### src/rtl/led_shift_gen.sv
`timescale 1ns / 1ps
`default_nettype none
// ============================================================================
// Module      : led_shift_gen
// Description : Parametrised LED chaser. A one-hot shift register is stepped
//               by an internal prescaler and moves left, right, bounces
//               between the end LEDs, or holds, as selected by mode.
//
//   Ports
//     clk      in   fabric clock (200 MHz)
//     rst_n    in   synchronous, active-low reset
//     en       in   run enable; low blanks the LEDs and freezes the sequence
//     mode     in   00 left, 01 right, 10 bounce, 11 hold (sampled on tick)
//     div      in   step period minus one, in clk cycles
//     duty     in   8-bit brightness (only with LED_SHIFT_GEN_PWM_EN)
//     data_out out  registered LED drive
//     step     out  one-cycle pulse on each pattern step
//     wrap     out  one-cycle pulse with step when the lit bit wraps/reverses
//
//   Optional macro LED_SHIFT_GEN_PWM_EN adds the duty port and a free-running
//   8-bit PWM counter that gates data_out in the same register stage.
//
// Revision    : 1.0 - initial release
// ============================================================================
module led_shift_gen #(
    parameter int LED_W    = 4,
    parameter int DIV_W    = 28,
    parameter int INIT_POS = 0
) (
    input  logic             clk,
    input  logic             rst_n,
    input  logic             en,
    input  logic [1:0]       mode,
    input  logic [DIV_W-1:0] div,
`ifdef LED_SHIFT_GEN_PWM_EN
    input  logic [7:0]       duty,
`endif
    output logic [LED_W-1:0] data_out,
    output logic             step,
    output logic             wrap
);

    localparam logic [1:0] c_MODE_LEFT   = 2'b00;
    localparam logic [1:0] c_MODE_RIGHT  = 2'b01;
    localparam logic [1:0] c_MODE_BOUNCE = 2'b10;
    localparam logic [1:0] c_MODE_HOLD   = 2'b11;

    localparam logic c_DIR_LEFT  = 1'b0;
    localparam logic c_DIR_RIGHT = 1'b1;

    localparam logic [LED_W-1:0] c_POS_INIT = LED_W'(1) << INIT_POS;

    logic [DIV_W-1:0] r_cnt;
    logic [LED_W-1:0] r_pos;
    logic             r_dir;
    logic [LED_W-1:0] r_data;
    logic             r_step;
    logic             r_wrap;

    logic             w_tick;
    logic [LED_W-1:0] w_rot_l;
    logic [LED_W-1:0] w_rot_r;
    logic [LED_W-1:0] w_pos_step;
    logic             w_dir_step;
    logic             w_wrap_step;
    logic [LED_W-1:0] w_pos_next;
    logic [LED_W-1:0] w_gate;

    // Compare with >= so that lowering div below the running count fires on
    // the very next cycle instead of waiting for a counter rollover.
    assign w_tick = en && (r_cnt >= div);

    // Rotations written as shift pairs so LED_W = 1 degenerates cleanly to
    // "pos unchanged" without any out-of-range part selects.
    assign w_rot_l = (r_pos << 1) | (r_pos >> (LED_W - 1));
    assign w_rot_r = (r_pos >> 1) | (r_pos << (LED_W - 1));

    always_comb begin
        w_pos_step  = r_pos;
        w_dir_step  = r_dir;
        w_wrap_step = 1'b0;
        case (mode)
            c_MODE_LEFT: begin
                w_pos_step  = w_rot_l;
                w_dir_step  = c_DIR_LEFT;
                w_wrap_step = r_pos[LED_W-1];
            end
            c_MODE_RIGHT: begin
                w_pos_step  = w_rot_r;
                w_dir_step  = c_DIR_RIGHT;
                w_wrap_step = r_pos[0];
            end
            c_MODE_BOUNCE: begin
                // Direction flips on the tick that lands on an end LED, so the
                // end LED dwells exactly one period. Already sitting on the end
                // while heading into it (possible on entry from left/right
                // mode, or always for LED_W = 1) reverses immediately.
                if (r_dir == c_DIR_LEFT) begin
                    if (r_pos[LED_W-1]) begin
                        w_pos_step  = w_rot_r;
                        w_dir_step  = c_DIR_RIGHT;
                        w_wrap_step = 1'b1;
                    end else begin
                        w_pos_step = w_rot_l;
                        if (w_rot_l[LED_W-1]) begin
                            w_dir_step  = c_DIR_RIGHT;
                            w_wrap_step = 1'b1;
                        end
                    end
                end else begin
                    if (r_pos[0]) begin
                        w_pos_step  = w_rot_l;
                        w_dir_step  = c_DIR_LEFT;
                        w_wrap_step = 1'b1;
                    end else begin
                        w_pos_step = w_rot_r;
                        if (w_rot_r[0]) begin
                            w_dir_step  = c_DIR_LEFT;
                            w_wrap_step = 1'b1;
                        end
                    end
                end
            end
            c_MODE_HOLD: begin
                w_pos_step  = r_pos;
                w_dir_step  = r_dir;
                w_wrap_step = 1'b0;
            end
        endcase
    end

    assign w_pos_next = w_tick ? w_pos_step : r_pos;

`ifdef LED_SHIFT_GEN_PWM_EN
    logic [7:0] r_pwm;

    always_ff @(posedge clk) begin
        if (!rst_n) begin
            r_pwm <= 8'd0;
        end else if (en) begin
            r_pwm <= r_pwm + 8'd1;
        end
    end

    assign w_gate = {LED_W{r_pwm < duty}};
`else
    assign w_gate = {LED_W{1'b1}};
`endif

    always_ff @(posedge clk) begin
        if (!rst_n) begin
            r_cnt  <= '0;
            r_pos  <= c_POS_INIT;
            r_dir  <= c_DIR_LEFT;
            r_data <= '0;
            r_step <= 1'b0;
            r_wrap <= 1'b0;
        end else begin
            if (en) begin
                r_cnt <= w_tick ? '0 : r_cnt + DIV_W'(1);
            end
            if (w_tick) begin
                r_pos <= w_pos_step;
                r_dir <= w_dir_step;
            end
            r_data <= en ? (w_pos_next & w_gate) : '0;
            r_step <= w_tick;
            r_wrap <= w_tick & w_wrap_step;
        end
    end

    assign data_out = r_data;
    assign step     = r_step;
    assign wrap     = r_wrap;

endmodule
`default_nettype wire

### config.mk
export PLATFORM = sky130hd
export DESIGN_NAME = led_shift_gen
export DESIGN_NICKNAME = d
export VERILOG_FILES = /design/src/rtl/led_shift_gen.sv
export SDC_FILE = /design/constraint.sdc
export NUM_CORES = 1
export LEC_CHECK = 0
export ABC_AREA = 1
export CAP_MARGIN = 20
export CORE_MARGIN = 2
export CORE_UTILIZATION = 60
export DETAILED_ROUTE_END_ITERATION = 10
export PLACE_DENSITY = 0.86
export SYNTH_ARGS = -nofsm -noshare
export SYNTH_HDL_FRONTEND = slang
export SYNTH_SLANG_ARGS = --single-unit
### constraint.sdc
create_clock -name clk -period 2.7 [get_ports clk]
set_input_delay 0.54 -clock clk [delete_from_list [all_inputs] [get_ports clk]]
set_output_delay 0.54 -clock clk [all_outputs]
set_load 0.03 [all_outputs]
==> results of run 1 <==
## synth_stat cells
| library cell | instances |
|---|---|
| nand4_1 | 6 |
| inv_4 | 1 |
| nand2_1 | 98 |
| buf_8 | 1 |
| nor2_4 | 5 |
| buf_4 | 1 |
| o21ai_1 | 1 |
| and3_1 | 1 |
| inv_2 | 2 |
| nand2_2 | 7 |
| nand4_2 | 1 |
| o31ai_1 | 1 |
| or3_1 | 1 |
| nor4_1 | 3 |
| o21a_1 | 1 |
| o22ai_1 | 2 |
| xnor2_1 | 2 |
| inv_1 | 71 |
| o221ai_1 | 1 |
| nor3b_2 | 1 |
| a2bb2oi_1 | 1 |
| nand3_2 | 2 |
| nor2_1 | 50 |
| dfxtp_1 | 39 |
| nor3_1 | 9 |
| nor3_2 | 4 |
| nor2_2 | 8 |
| nand3_1 | 18 |
| buf_2 | 1 |
| xor2_1 | 7 |
| ha_1 | 33 |
| nand2_4 | 3 |
| clkbuf_1 | 1 |
| o21ai_0 | 15 |
| nand3b_1 | 1 |
| a21oi_1 | 26 |
| o21bai_1 | 2 |
| nor4_2 | 1 |
| buf_6 | 2 |
## path summary, 6_finish.rpt
path              from         to  slack (ns)  cells past startpoint
min           r_cnt[1]   r_cnt[1]        0.55                      2
max            div[27]  r_cnt[23]        0.32                     14
max reg2reg  r_cnt[23]  r_cnt[23]        0.67                     12
min reg2reg   r_cnt[1]   r_cnt[1]        0.55                      2
## routing by layer
layer,vias to the layer above,global-route usage,part of all wire
li1,1460,-,-
met1,1240,0.303,0.45
met2,94,0.432,0.48
met3,13,0.0412,0.048
met4,0,0.0869,0.018
met5,-,0,0
## state kept, by name, summed over array words and instances, names as in the netlist
name      flops
step          1
data_out      4
wrap          1
r_pos         4
r_dir         1
r_cnt        28
## layout make-up
type | instances | area (sq um)
clock buffers | 5 | 68.8
fillers | 380 | 1270
multi-input cells | 311 | 1810
well taps | 67 | 83.8
repair buffers | 42 | 410
flip-flops and latches | 39 | 781
clock inverters | 3 | 20.0
inverters | 74 | 280
## worst register-to-register path: cells and delay by family, from the launching register on
kind	cells	cell delay [ns]
AND/OR/NAND/NOR	11	1.25
adder cells (fa/ha/maj)	1	0.32
flip-flops	1	0.37
## layout by cell type, fill, tap and decap left out, types with 2 or more instances in the layout
cell type        Yosys  routed
buf_4                1       4
nor3_1               9       9
inv_1               71      71
o21ai_0             15      15
xnor2_1              2       2
nand3_1             18      18
xor2_1               7       7
clkinvlp_4           0       2
clkdlybuf4s50_1      0      38
nor2_2               8       8
nand4_1              6       6
nor2_4               5       5
nand2_2              7       7
o22ai_1              2       2
nand2_4              3       3
inv_2                2       2
clkbuf_8             0       5
nor4_1               3       3
o21bai_1             2       2
ha_1                33      33
nand2_1             98      98
dfxtp_1             39      39
a21oi_1             26      26
nor2_1              50      50
nand3_2              2       2
nor3_2               4       4
## stage by stage
step | hold slack [ns] | instance area, sq um | cells | utilization | power, mW
after floorplan | 0.481 | 2930 | 430 | - | 0.673
after global placement | 0.515 | 3370 | 533 | 0.713 | 0.729
after detailed placement | 0.531 | 3370 | 533 | 0.713 | 0.735
after CTS | 0.545 | 3450 | 541 | 0.731 | 1.13
after global routing | 0.581 | 3450 | 541 | 0.731 | 1.17
final | 0.552 | 3450 | 541 | 0.731 | 1.12
## logic make-up after synthesis
kind of cell | count (synthesis)
XOR/XNOR | 9
AND/OR/NAND/NOR | 219
adder cells (fa/ha/maj) | 33
AO/OA/AOI/OAI | 50
flip-flops | 39
buffers and inverters | 80
## where the power goes
part,switching (mW),leakage (nW),internal [mW]
sequential,0.00425,0.315,0.578
clock,0.220,0.0402,0.180
combinational,0.0686,1.27,0.0715
==> results.cfg, run 1 <==
[outcome]
status = completed

[power_and_ir_drop]
irDropWorstVdd_v = 0.000257
leakagePower_nw = 1.63
cellPowerDensity_nw_per_um2 = 325

[run]
maxCapViolations = 0

[worst_setup_path]
crit_top_cell = nand2_1
crit_slowest_cell = clkdlybuf4s50_1
cpPeakStageDelay_ns = 0.46
path_class = input pin to register
cp_data_arrival_time_ns = 2.56
worst-path-buf-inv = 2
cp-start-kind = input pin
critPathTopFamily = simple AND/OR/NAND/NOR gates
path_max_fanout = 24
cp_cell_sequence = clkdlybuf4s50_1 -> inv_1 -> ha_1 -> nand2_1 -> nor2_2 -> nand2_1 -> nor2_2 -> nand2_1 -> nand2_1 -> nor2_1 -> nand2_4 -> nand2_4 -> nand2_4 -> nor2_1
end_kind = register
required_ns = 2.88

[logic_synthesis]
synth_xor_area_frac = 0.0269
synth_seq_cells = 39
ys_warn_count = 0
synth.distinct_cells = 39
yosysTopAreaCell = dfxtp_1
synth_area_leaders = dfxtp_1 27%, ha_1 14%, nand2_1 13%
synth_cells = 430
synth_top_family_by_area = simple AND/OR/NAND/NOR gates
muxShareOfSynthArea = 0
seq_area_frac_synth = 0.267
synth-simple-area-share = 0.358
syn_nets = 496
synth_top_cell_area_share = 0.267
synth_compound_area_frac = 0.0924
syn-cell-area_sq_um = 2930
synth-adder-area-share = 0.141
syn_avg_cell_area_sq_um = 6.80

[timing]
period_share = 0.881
setup_viol = 0
timing.final.ws_setup_ns = 0.321
hold_viol_final = 0
max_freq_mhz = 420
tns_ns = 0
worst_pin_slew_ns = 0.416
rsz0062_at_grt = false
min_period_ns = 2.38
slew_viol_final = 0
relSlewSlack = 0.722
clock_skew_ns = 0.00720

[clock_tree]
cts-root-buf = clkbuf_8
cts_buffers = 5
clock_latency_ns = 0.30
ctsResizeCount = 0
htreeDepth = 2
clkSinkCount = 39
cts_tree = yes
clkTransAtPathRegs_ns = 0.08
clk_path_buf_depth = 2
cts_setup_buffers = 0
cts-hold-fix-buffers = 0

[layout]
layout-drive-gt1-share = 0.0992
final_net_count = 539
diodes = 0
area_growth_pct = 18.1

[place]
hpwl_microns = 5150
gp_congestion = 0.967
preCtsSetupSlack_ns = 0.00431
port_buffers = 38

[die]
die_h_microns = 73.8
row_count = 25
dieArea_sq_um = 5450
start_util = 0.619
core_sq_um = 4720
ios = 39
fp.dieW_microns = 73.8

[detailed_routing]
drt-pass1-iter-count = 5
drcViolationCount = 0
vias_per_cell = 5.19
drt_iter0_markers = 246
vias = 2807
drt_wl_total_microns = 6330
antenna_left = 0
avgRoutedWirePerCell_microns = 11.7

[global_routing]
overflow = 0
grt_pass1_wl_microns = 10700
grt_pass1_vias = 2592
grt_max_degree = 25
grtUsageTotal = 0.247
antenna_found_initial = 0

[hold_path]
hold_class = register to register
No activity file was read; power rests on OpenSTA's default activity.
==> inputs of run 2 (changes only) <==
- TNS_END_PERCENT: unset -> 50
==> results of run 2 <==
No change in the layout: final DEF, timing and power equal those of run 1.
